File: config.mk
export PLATFORM = sky130hd
export DESIGN_NAME = mul_issue_control_flat
export DESIGN_NICKNAME = d
export VERILOG_FILES = /design/src/rtl/mul_issue_control_if.sv /design/src/rtl/mul_issue_control.sv /design/src/flat_wrapper.sv
export SDC_FILE = /design/constraint.sdc
export NUM_CORES = 1
export LEC_CHECK = 0
export BUFFER_PORTS_ARGS = -buffer_cell sky130_fd_sc_hd__buf_2
export CAP_MARGIN = 10
export CORE_AREA = 4 4 41 43
export DETAILED_ROUTE_END_ITERATION = 8
export DIE_AREA = 0 0 45 47
export GPL_TIMING_DRIVEN = 0
export PLACE_DENSITY_LB_ADDON = 0.08
export SYNTH_ARGS = -nofsm -noshare
export SYNTH_HDL_FRONTEND = slang
export SYNTH_SLANG_ARGS = --single-unit
File: constraint.sdc
create_clock -name clk_i -period 1.9 [get_ports clk_i]
set_input_delay 0.38 -clock clk_i [delete_from_list [all_inputs] [get_ports clk_i]]
set_output_delay 0.38 -clock clk_i [all_outputs]
set_load 0.05 [all_outputs]
File: src/rtl/mul_issue_control_if.sv
// Handshake bundle between the EX stage and the multiplier issue controller.
// Signal names keep the pipeline's established _i/_o port naming.
interface mul_issue_control_if #(
  parameter int CNT_W = 3
);
  logic             ex_valid_i;
  logic [2:0]       ALUCtrl_i;
  logic             flush_i;
  logic             mul_start_o;
  logic             mul_busy_o;
  logic             stall_o;
  logic             result_sel_o;
  logic [CNT_W-1:0] mul_count_o;

  modport master (
    output ex_valid_i, ALUCtrl_i, flush_i,
    input  mul_start_o, mul_busy_o, stall_o, result_sel_o, mul_count_o
  );

  modport slave (
    input  ex_valid_i, ALUCtrl_i, flush_i,
    output mul_start_o, mul_busy_o, stall_o, result_sel_o, mul_count_o
  );
endinterface

File: src/rtl/mul_issue_control.sv
// Issue controller for the iterative multiplier: start pulse, pipeline freeze
// for the multiply duration, and a one-cycle result select into EX/MEM.
//
// state | meaning
// IDLE  | no multiply in flight; a MUL in EX issues a start and stalls
// RUN   | multiplier busy; counter holds remaining RUN cycles
// DONE  | result valid; EX/MEM captures it; MUL still in EX must not retrigger
module mul_issue_control #(
  parameter int MUL_CYCLES = 4,
  parameter int CNT_W      = 3
) (
  input  logic               clk_i,
  input  logic               rst_i,
  mul_issue_control_if.slave bus
);

  localparam logic [1:0] IDLE = 2'd0;
  localparam logic [1:0] RUN  = 2'd1;
  localparam logic [1:0] DONE = 2'd2;

  localparam logic [CNT_W-1:0] CNT_LOAD = CNT_W'(MUL_CYCLES - 1);

  logic [1:0]       state_q;
  logic [CNT_W-1:0] cnt_q;
  logic             mul_req;

  always_comb mul_req = bus.ex_valid_i && (bus.ALUCtrl_i == 3'b011) && !bus.flush_i;

  always_ff @(posedge clk_i) begin
    if (rst_i) begin
      state_q <= IDLE;
      cnt_q   <= '0;
    end else begin
      case (state_q)
        IDLE: begin
          if (mul_req) begin
            state_q <= RUN;
            cnt_q   <= CNT_LOAD;
          end
        end
        RUN: begin
          if (bus.flush_i) begin
            state_q <= IDLE;
            cnt_q   <= '0;
          end else if (cnt_q == '0) begin
            state_q <= DONE;
          end else begin
            cnt_q <= cnt_q - 1'b1;
          end
        end
        DONE: begin
          state_q <= IDLE;
          cnt_q   <= '0;
        end
        default: begin
          state_q <= IDLE;
          cnt_q   <= '0;
        end
      endcase
    end
  end

  // Outputs are gated by reset so nothing leaks out combinationally during it.
  assign bus.mul_start_o  = !rst_i && (state_q == IDLE) && mul_req;
  assign bus.stall_o      = !rst_i && (((state_q == IDLE) && mul_req) || (state_q == RUN));
  assign bus.mul_busy_o   = !rst_i && (state_q == RUN);
  assign bus.result_sel_o = !rst_i && (state_q == DONE) && !bus.flush_i;
  assign bus.mul_count_o  = (!rst_i && (state_q == RUN)) ? cnt_q : '0;

endmodule

File: src/flat_wrapper.sv
// flat-port wrapper written by rule: the top's interface ports become plain ports
module mul_issue_control_flat 
#(
  parameter int MUL_CYCLES = 4,
  parameter int CNT_W      = 3
)
  (clk_i, rst_i, bus_ex_valid_i, bus_ALUCtrl_i, bus_flush_i, bus_mul_start_o, bus_mul_busy_o, bus_stall_o, bus_result_sel_o, bus_mul_count_o);
  mul_issue_control_if #(.CNT_W(CNT_W)) bus_i ();
  input  logic clk_i;
  input  logic rst_i;
  input wire logic [$bits(bus_i.ex_valid_i)-1:0] bus_ex_valid_i;
  input wire logic [$bits(bus_i.ALUCtrl_i)-1:0] bus_ALUCtrl_i;
  input wire logic [$bits(bus_i.flush_i)-1:0] bus_flush_i;
  output wire logic [$bits(bus_i.mul_start_o)-1:0] bus_mul_start_o;
  output wire logic [$bits(bus_i.mul_busy_o)-1:0] bus_mul_busy_o;
  output wire logic [$bits(bus_i.stall_o)-1:0] bus_stall_o;
  output wire logic [$bits(bus_i.result_sel_o)-1:0] bus_result_sel_o;
  output wire logic [$bits(bus_i.mul_count_o)-1:0] bus_mul_count_o;
  assign bus_i.ex_valid_i = bus_ex_valid_i;
  assign bus_i.ALUCtrl_i = bus_ALUCtrl_i;
  assign bus_i.flush_i = bus_flush_i;
  assign bus_mul_start_o = bus_i.mul_start_o;
  assign bus_mul_busy_o = bus_i.mul_busy_o;
  assign bus_stall_o = bus_i.stall_o;
  assign bus_result_sel_o = bus_i.result_sel_o;
  assign bus_mul_count_o = bus_i.mul_count_o;
  mul_issue_control #(.MUL_CYCLES(MUL_CYCLES), .CNT_W(CNT_W)) u_core (.clk_i(clk_i), .rst_i(rst_i), .bus(bus_i));
endmodule
# --- After elaboration in Yosys (flattened, before gate mapping) ---
# Index checks and enable logic that the tools add are counted.
totals:
  regBits: 5
  word_cells: 34
  out_inout_bits: 7
  in_bits: 7
classes:
  n_reduce_logical: 16
  add_sub_neg: 1
  mux: 9
  n_eq_ne: 6
ops:
  columns: ["op", "count"]
  rows:
  - ["$mux W3", 4]
  - ["$logic_and A1 B1 Y1", 9]
  - ["$mux W2", 3]
  - ["$pmux W3 S2", 1]
  - ["$pmux W2 S2", 1]
  - ["$reduce_and A2 Y1", 2]
  - ["$eq A3 B2 Y1 const B", 1]
  - ["$logic_not A3 Y1", 1]
  - ["$ne A3 B2 Y1 const B", 1]
  - ["$ne A3 B3 Y1 const B", 1]
  - ["$sub A3 B1 Y3 const B", 1]
  - ["$eq A2 B1 Y1 const B", 1]
  - ["$eq A2 B2 Y1 const B", 1]
  - ["$logic_not A1 Y1", 2]
  - ["$logic_not A2 Y1", 1]
  - ["$ne A2 B1 Y1 const B", 1]
  - ["$logic_or A1 B1 Y1", 1]

# --- Depth between registers and ports, before layout ---
# Gate-level depths: netlist (run 1).
depth:
  word_depth: 6
  ltp_mapped: 5
  mapped_depth_nobuf: 5

# --- Worst setup path before layout (run 1) ---
# No wires, ideal clock.
synth_path:
  path_type: "input port to output port"
  startpoint: "in bus_flush_i"
  endpoint: "out bus_result_sel_o"
  path_slack_ps: -638
  path_stages: 2
  t_arrival_ps: 2158
  n_path_buf: 1
  t_required_ps: 1520
  cell_sequence: "buf_6 > nor4b_1"
synth_via:
  elab_chain_len: 2
synth_rtl:
  columns: ["item", "line_no", "rtl"]
  rows:
  - ["start, declared", "flat_wrapper.sv:13", "input wire logic [$bits(bus_i.flush_i)-1:0] bus_flush_i;"]
  - ["$logic_not A1 Y1", "mul_issue_control.sv:67", "assign bus.result_sel_o = !rst_i && (state_q == DONE) && !bus.flush_i;"]
  - ["$logic_and A1 B1 Y1", "mul_issue_control.sv:67", null]
  - ["end, declared", "flat_wrapper.sv:17", "output wire logic [$bits(bus_i.result_sel_o)-1:0] bus_result_sel_o;"]
# Every way passes these cells.

# --- Worst setup path in the final report (run 1) ---
layout_path:
  startpoint: "in bus_ALUCtrl_i[2]"
  endpoint: "out bus_stall_o"
layout_via:
  elab_chain_len: 6
layout_rtl:
  columns: ["item", "line_no", "rtl"]
  rows:
  - ["start, declared", "flat_wrapper.sv:12", "input wire logic [$bits(bus_i.ALUCtrl_i)-1:0] bus_ALUCtrl_i;"]
  - ["$eq A3 B2 Y1", "mul_issue_control.sv:27", "always_comb mul_req = bus.ex_valid_i && (bus.ALUCtrl_i == 3'b011) && !bus.flush_i;"]
  - ["$logic_and A1 B1 Y1 (2 in series)", "mul_issue_control.sv:27", null]
  - ["$logic_and A1 B1 Y1", "mul_issue_control.sv:65", "assign bus.stall_o = !rst_i && (((state_q == IDLE) && mul_req) || (state_q == RUN));"]
  - ["$logic_or A1 B1 Y1", "mul_issue_control.sv:65", null]
  - ["$logic_and A1 B1 Y1", "mul_issue_control.sv:65", null]
  - ["end, declared", "flat_wrapper.sv:16", "output wire logic [$bits(bus_i.stall_o)-1:0] bus_stall_o;"]
# Every way passes these cells.

==> metrics.txt, run 1 <==
Final Instance Area 496.7 µm²; CP max stage cell and4b_1; placed cell count between 70 and 80; worst slack, placed 0.1768 ns; peak supply drop 0.0003840 V; H-tree level count 1; RSZ-0062 raised after global routing false; PortBufs 12; core area 1301 µm²; simple-gate portion of the synthesized area 36.07%; Worst Tran Pin Value about 0.25 ns; Initial DRT Pass Iterations 2; commonest non-fill, non-tap cell in the layout buf_2; gp weighted congestion a little over 0.7; post-synthesis cell type count 26; Root Driver clkbuf_4; Skew-Pair Late Insertion Delay 0.25 ns; Layout Nets 71; flops & latches, synth 5; setup bufs post-CTS 0; Lkg Pwr approximately 0.24 nW; DR iter-0 viols 6; Reg clk slew, reported paths ~0.05 ns; startpoint types input port; post-synthesis async set-or-reset flop share 0%; Synth Area in Adders 6.557%; top cells by area, synth dfxtp_1 (26%), ha_1 (6.6%), nor2_1 (5.9%); post-synthesis sequential area ratio 26.23%; Crit path top cell by count buf_2; Clock Sink Count 5; share of the core filled with cells a little under two fifths; Die Area 2115 µm²; post-synthesis net count 54; TritonCTS clock tree done; # diodes 0; final setup violating endpoints 0; gr ovfl total 0; Post-Synth XOR/XNOR Area 0%; skew final 0.005744 ns; max-cap viol count 0; status completed; Die W 45 µm; final slew viol count 0; DPL Wire Length 697.6 µm; Max transition margin 82.95%; CP delay by family, top simple AND/OR/NAND/NOR gates; post-layout minimum cycle time around 1.7 ns; WP data required 1.52 ns; all-layer global routing usage 10.43%; Tot Pwr approximately 0.28 mW; drt total wl a little under 900 µm; fmax about 0.6 GHz; Syn Inst Count 45; # rows 13; initial antenna violation count 0; CP Class in -> out; Via density 4.842; mux contribution to synthesized area under 10%; Setup TNS Final 0 ns; Via Count 368; Worst Hold Class in -> reg; CTS buffer count 3; critical path peak fanout 5; DIE HEIGHT 47 µm; Post-Syn Area 381.6 µm²; CP arrival 1.34 ns; area of placed instances ~470 µm²; Final Hold Viols 0; DR WL/cell 11.68 µm; largest family of logic cells by synthesized area simple AND/OR/NAND/NOR gates; biggest cell delay along the critical path 0.34 ns; most frequent cells in the layout buf_2 (12), nor2_1 (6), dfxtp_1 (5); Synth Area in Compound Gates 18.69%; Starting Density 29.33%; CP Buf/Inv Count 2; CP Cell Sequence buf_2 -> and4b_1 -> nand2b_1 -> a21oi_2 -> buf_2; largest net degree at the start of global routing 11; post-route ant nets 0; post-synthesis average cell area 8.480 µm²; setup ws final about 0.18 ns; final period utilization 90.35%; Power Density ~560 nW/µm²; Yosys top cell by area dfxtp_1; Synth top area share 26.23%; hold_buf cts 0; share of cells above drive strength 1 just under 40%; Fin Hold WS 0.3558 ns; Clock Tree Buf Depth 2; drt drc 0; Post-synth EDFFs 0; Worst setup EP type output port; Layout area overhead 30.16%; vias in the first global route 347; fin cells 76; IO Pins 14; first-pass GRT wire length 1.518 mm; Synth Warn # 0; CTS resizes 0; most used flip-flop cell after synthesis dfxtp_1
[path summary, 6_finish.rpt]
check	startpoint	to	slack [ns]	depth (start not counted)
worst max-delay path	bus_ALUCtrl_i[2]	bus_stall_o	0.18	5
worst min register to register	u_core.state_q[0]$_SDFFE_PP0P_	u_core.cnt_q[0]$_SDFFE_PP0P_	0.58	3
worst max register to register	u_core.cnt_q[0]$_SDFFE_PP0P_	u_core.cnt_q[1]$_SDFFE_PP0P_	0.43	5
worst min-delay path	bus_flush_i	u_core.state_q[0]$_SDFFE_PP0P_	0.36	2
[synth_stat cells (2+ instances only)]
library cell and instances:
nand2_1 2, nand2b_1 2, a21oi_1 3, and3_1 3
ha_1 2, dfxtp_1 5, nor2_1 6, inv_1 4
[cell type report]
cell class / instances / area (µm²)
sequential: 5 / 100.1
buffer: 2 / 18.77
multi-input combinational: 33 / 254.0
timing repair buffer: 12 / 60.06
clock buffer: 4 / 26.28
tap: 15 / 18.77
inverter: 5 / 18.77
fill: 145 / 804.5
[registers in the layout (all words and copies together) (netlist names)]
name and count:
u_core.state_q 2, u_core.cnt_q 3
[routing by layer]
metal	GRT usage (%)	up-vias	wire length (µm)	share of wire (%)
met1	11.82	165	408	46
met4	3.509	0	9	1.0
met5	0	-	0	0
li1	-	195	-	-
met2	15.82	6	415	47
met3	6.897	2	55	6.2
[kinds of logic after synthesis]
family          after synthesis
fa+ha+maj                     2
compound gates                8
flops                         5
mux                           1
buf+inv                       7
simple gates                 22
[where the power goes]
group	switching, mW	total (mW)	internal, mW	leakage, nW
logic	0.0248	0.0459	0.0210	0.180
registers	0.00159	0.109	0.107	0.0404
clock network	0.0451	0.125	0.0795	0.0150
Power figures use the tool's default switching activity.
==> run 2, diff against run 1 <==
--- a/config.mk
+++ b/config.mk
@@ -5,8 +5,8 @@
 export SDC_FILE = /design/constraint.sdc
 export NUM_CORES = 1
 export LEC_CHECK = 0
-export BUFFER_PORTS_ARGS = -buffer_cell sky130_fd_sc_hd__buf_2
-export CAP_MARGIN = 10
+export BUFFER_PORTS_ARGS = -buffer_cell sky130_fd_sc_hd__buf_4
+export CAP_MARGIN = 20
 export CORE_AREA = 4 4 41 43
 export DETAILED_ROUTE_END_ITERATION = 8
 export DIE_AREA = 0 0 45 47
==> run 2 against run 1 <==
Compared with the run above: cell area increased by 6.0%; largest power group unchanged; worst hold slack better by 0.0085 ns; power rose by 1.1%; die area stayed put; routed wire length rose by 0.79%; global-route usage up 0.32 points; highest routed layer is now met3; setup slack better by 0.080 ns; core utilization rose by 2.3 points; largest cell class unchanged; first-iteration DRC count is the same.
==> metrics.txt, run 2 (synthesized netlist as in run 1, its figures left out) <==
skew final 0.001913 ns (-0.003831 ns); max-cap viol count 0 (unchanged); WP data required 1.52 ns (about the same); drt total wl 895 µm (+0.79%); share of cells above drive strength 1 39.34% (unchanged); Die W 45 µm (unchanged); H-tree level count 1 (unchanged); # diodes 0 (unchanged); Setup TNS Final 0 ns (unchanged); Final Instance Area 526.8 µm² (+6.0%); area of placed instances 500.5 µm² (+6.4%); biggest cell delay along the critical path 0.35 ns (about the same); PortBufs 12 (unchanged); Power Density 536.2 nW/µm² (-4.6%); Clock Tree Buf Depth 2 (unchanged); Worst R2R Start u_core.cnt_q[0]$_SDFFE_PP0P_; DPL Wire Length 687.1 µm (-1.5%); CP Buf/Inv Count 2 (unchanged); cell count of the worst reg-to-reg path 5 (unchanged); CP Class in -> out; post-layout minimum cycle time 1.637 ns (-0.07969 ns); Fin Hold WS 0.3643 ns (+0.008506 ns); CP Cell Sequence buf_4 -> and4b_1 -> nand2b_1 -> a21oi_2 -> buf_4; CP arrival 1.26 ns (-0.08 ns); RSZ-0062 raised after global routing false; Root Driver clkbuf_4; Max transition margin 82.47% (-0.48 points); reg2reg end u_core.cnt_q[1]$_SDFFE_PP0P_; final period utilization 86.15% (-4.2 points); max reg flops 3 (unchanged); largest net degree at the start of global routing 11 (unchanged); Layout Nets 71 (unchanged); Skew-Pair Late Insertion Delay 0.24 ns (about the same); commonest non-fill, non-tap cell in the layout buf_4; Initial DRT Pass Iterations 4 (+2); Lkg Pwr 0.2385 nW (+1.5%); Worst Hold Path EP u_core.state_q[0]$_SDFFE_PP0P_; IO Pins 14 (unchanged); all-layer global routing usage 10.75% (+0.32 points); top flop regs u_core.cnt_q: 3 flops, u_core.state_q: 2 flops; r2r setup slk 0.43 ns (about the same); status completed; Starting Density 29.33% (unchanged); Clock Sink Count 5 (unchanged); gr ovfl total 0 (unchanged); Worst Hold Class in -> reg; CP delay by family, top simple AND/OR/NAND/NOR gates; critical path peak fanout 5 (unchanged); drt drc 0 (unchanged); core area 1301 µm² (unchanged); hold_buf cts 0 (unchanged); Crit path top cell by count buf_4; startpoint types input port; CTS buffer count 3 (unchanged); vias in the first global route 364 (+4.9%); Via Count 380 (+3.3%); fmax 0.6109 GHz (+4.9%); setup bufs post-CTS 0 (unchanged); gp weighted congestion 0.7111 (-1.3%); Via density 5.000 (+3.3%); CTS resizes 0 (unchanged); Die Area 2115 µm² (unchanged); Worst setup EP type output port; Reg clk slew, reported paths 0.04 ns (about the same); final setup violating endpoints 0 (unchanged); peak supply drop 0.0003579 V (-6.8%); DIE HEIGHT 47 µm (unchanged); TritonCTS clock tree done; # rows 13 (unchanged); WHS Path Cells 2 (unchanged); Worst Tran Pin Value 0.2620 ns (+0.009719 ns); post-route ant nets 0 (unchanged); Final Hold Viols 0 (unchanged); Most flops, register u_core.cnt_q; most frequent cells in the layout buf_4 (13), nor2_1 (6), dfxtp_1 (5); final slew viol count 0 (unchanged); CP max stage cell and4b_1; hold path startpoint bus_flush_i; DR WL/cell 11.78 µm (+0.79%); Layout area overhead 38.03%; DR iter-0 viols 6 (unchanged); initial antenna violation count 0 (unchanged); first-pass GRT wire length 1.580 mm (+4.1%)
[run 2: cell counts in the layout (fill, tap and decap cells not counted)]
Identical to the previous run, type by type.
[run 2: worst max-delay path by stage]
stage,cells after the start,start,end,slack [ns]
finish,5,bus_ALUCtrl_i[2],bus_stall_o,0.26
global route,4,u_core.state_q[1]$_SDFFE_PP0P_,bus_mul_count_o[0],0.19
CTS,5,bus_ALUCtrl_i[2],bus_stall_o,0.25
detailed placement,5,bus_ALUCtrl_i[2],bus_stall_o,0.25
global placement,5,bus_ALUCtrl_i[2],bus_stall_o,0.24
floorplan,2,bus_flush_i,bus_result_sel_o,0.06
[run 2: area by class of cell]
type / instances / area [µm²]
flip-flops and latches: 5 / 100.1
multi-input cells: 33 / 254.0
inverters: 5 / 18.77
repair buffers: 12 / 90.09
fillers: 148 / 774.5
plain buffers: 2 / 18.77
well taps: 15 / 18.77
clock buffers: 4 / 26.28
[run 2: stage by stage]
stage | utilization (%) | instances | setup slack (ns) | total power, mW
2_1_floorplan | - | 45 | 0.06255 | 0.1437
3_3_place_gp | 38.46 | 72 | 0.2426 | 0.1608
3_5_place_dp | 38.46 | 72 | 0.2518 | 0.1603
4_1_cts | 40.48 | 76 | 0.2505 | 0.2881
5_1_grt | 40.48 | 76 | 0.1877 | 0.3041
6_report | 40.48 | 76 | 0.2631 | 0.2824
[run 2: where the power goes]
group	total [mW]	switching, mW	internal, mW
Clock	0.124	0.0444	0.0795
Sequential	0.109	0.00150	0.107
Combinational	0.0498	0.0255	0.0243
Total	0.282	0.0714	0.211
[run 2: metal layers]
layer	vias up	GRT usage, %	wire (µm)
met3	0	6.897	48
li1	195	-	-
met4	0	3.509	0
met1	178	12.30	417
met2	7	16.38	429
met5	-	0	0
[run 2: worst register-to-register path: stages (launching register included)]
cell,delay [ns]
dfxtp_1,0.32
inv_1,0.10
ha_1,0.22
or3b_4,0.40
a221oi_2,0.25
a2111oi_2,0.06
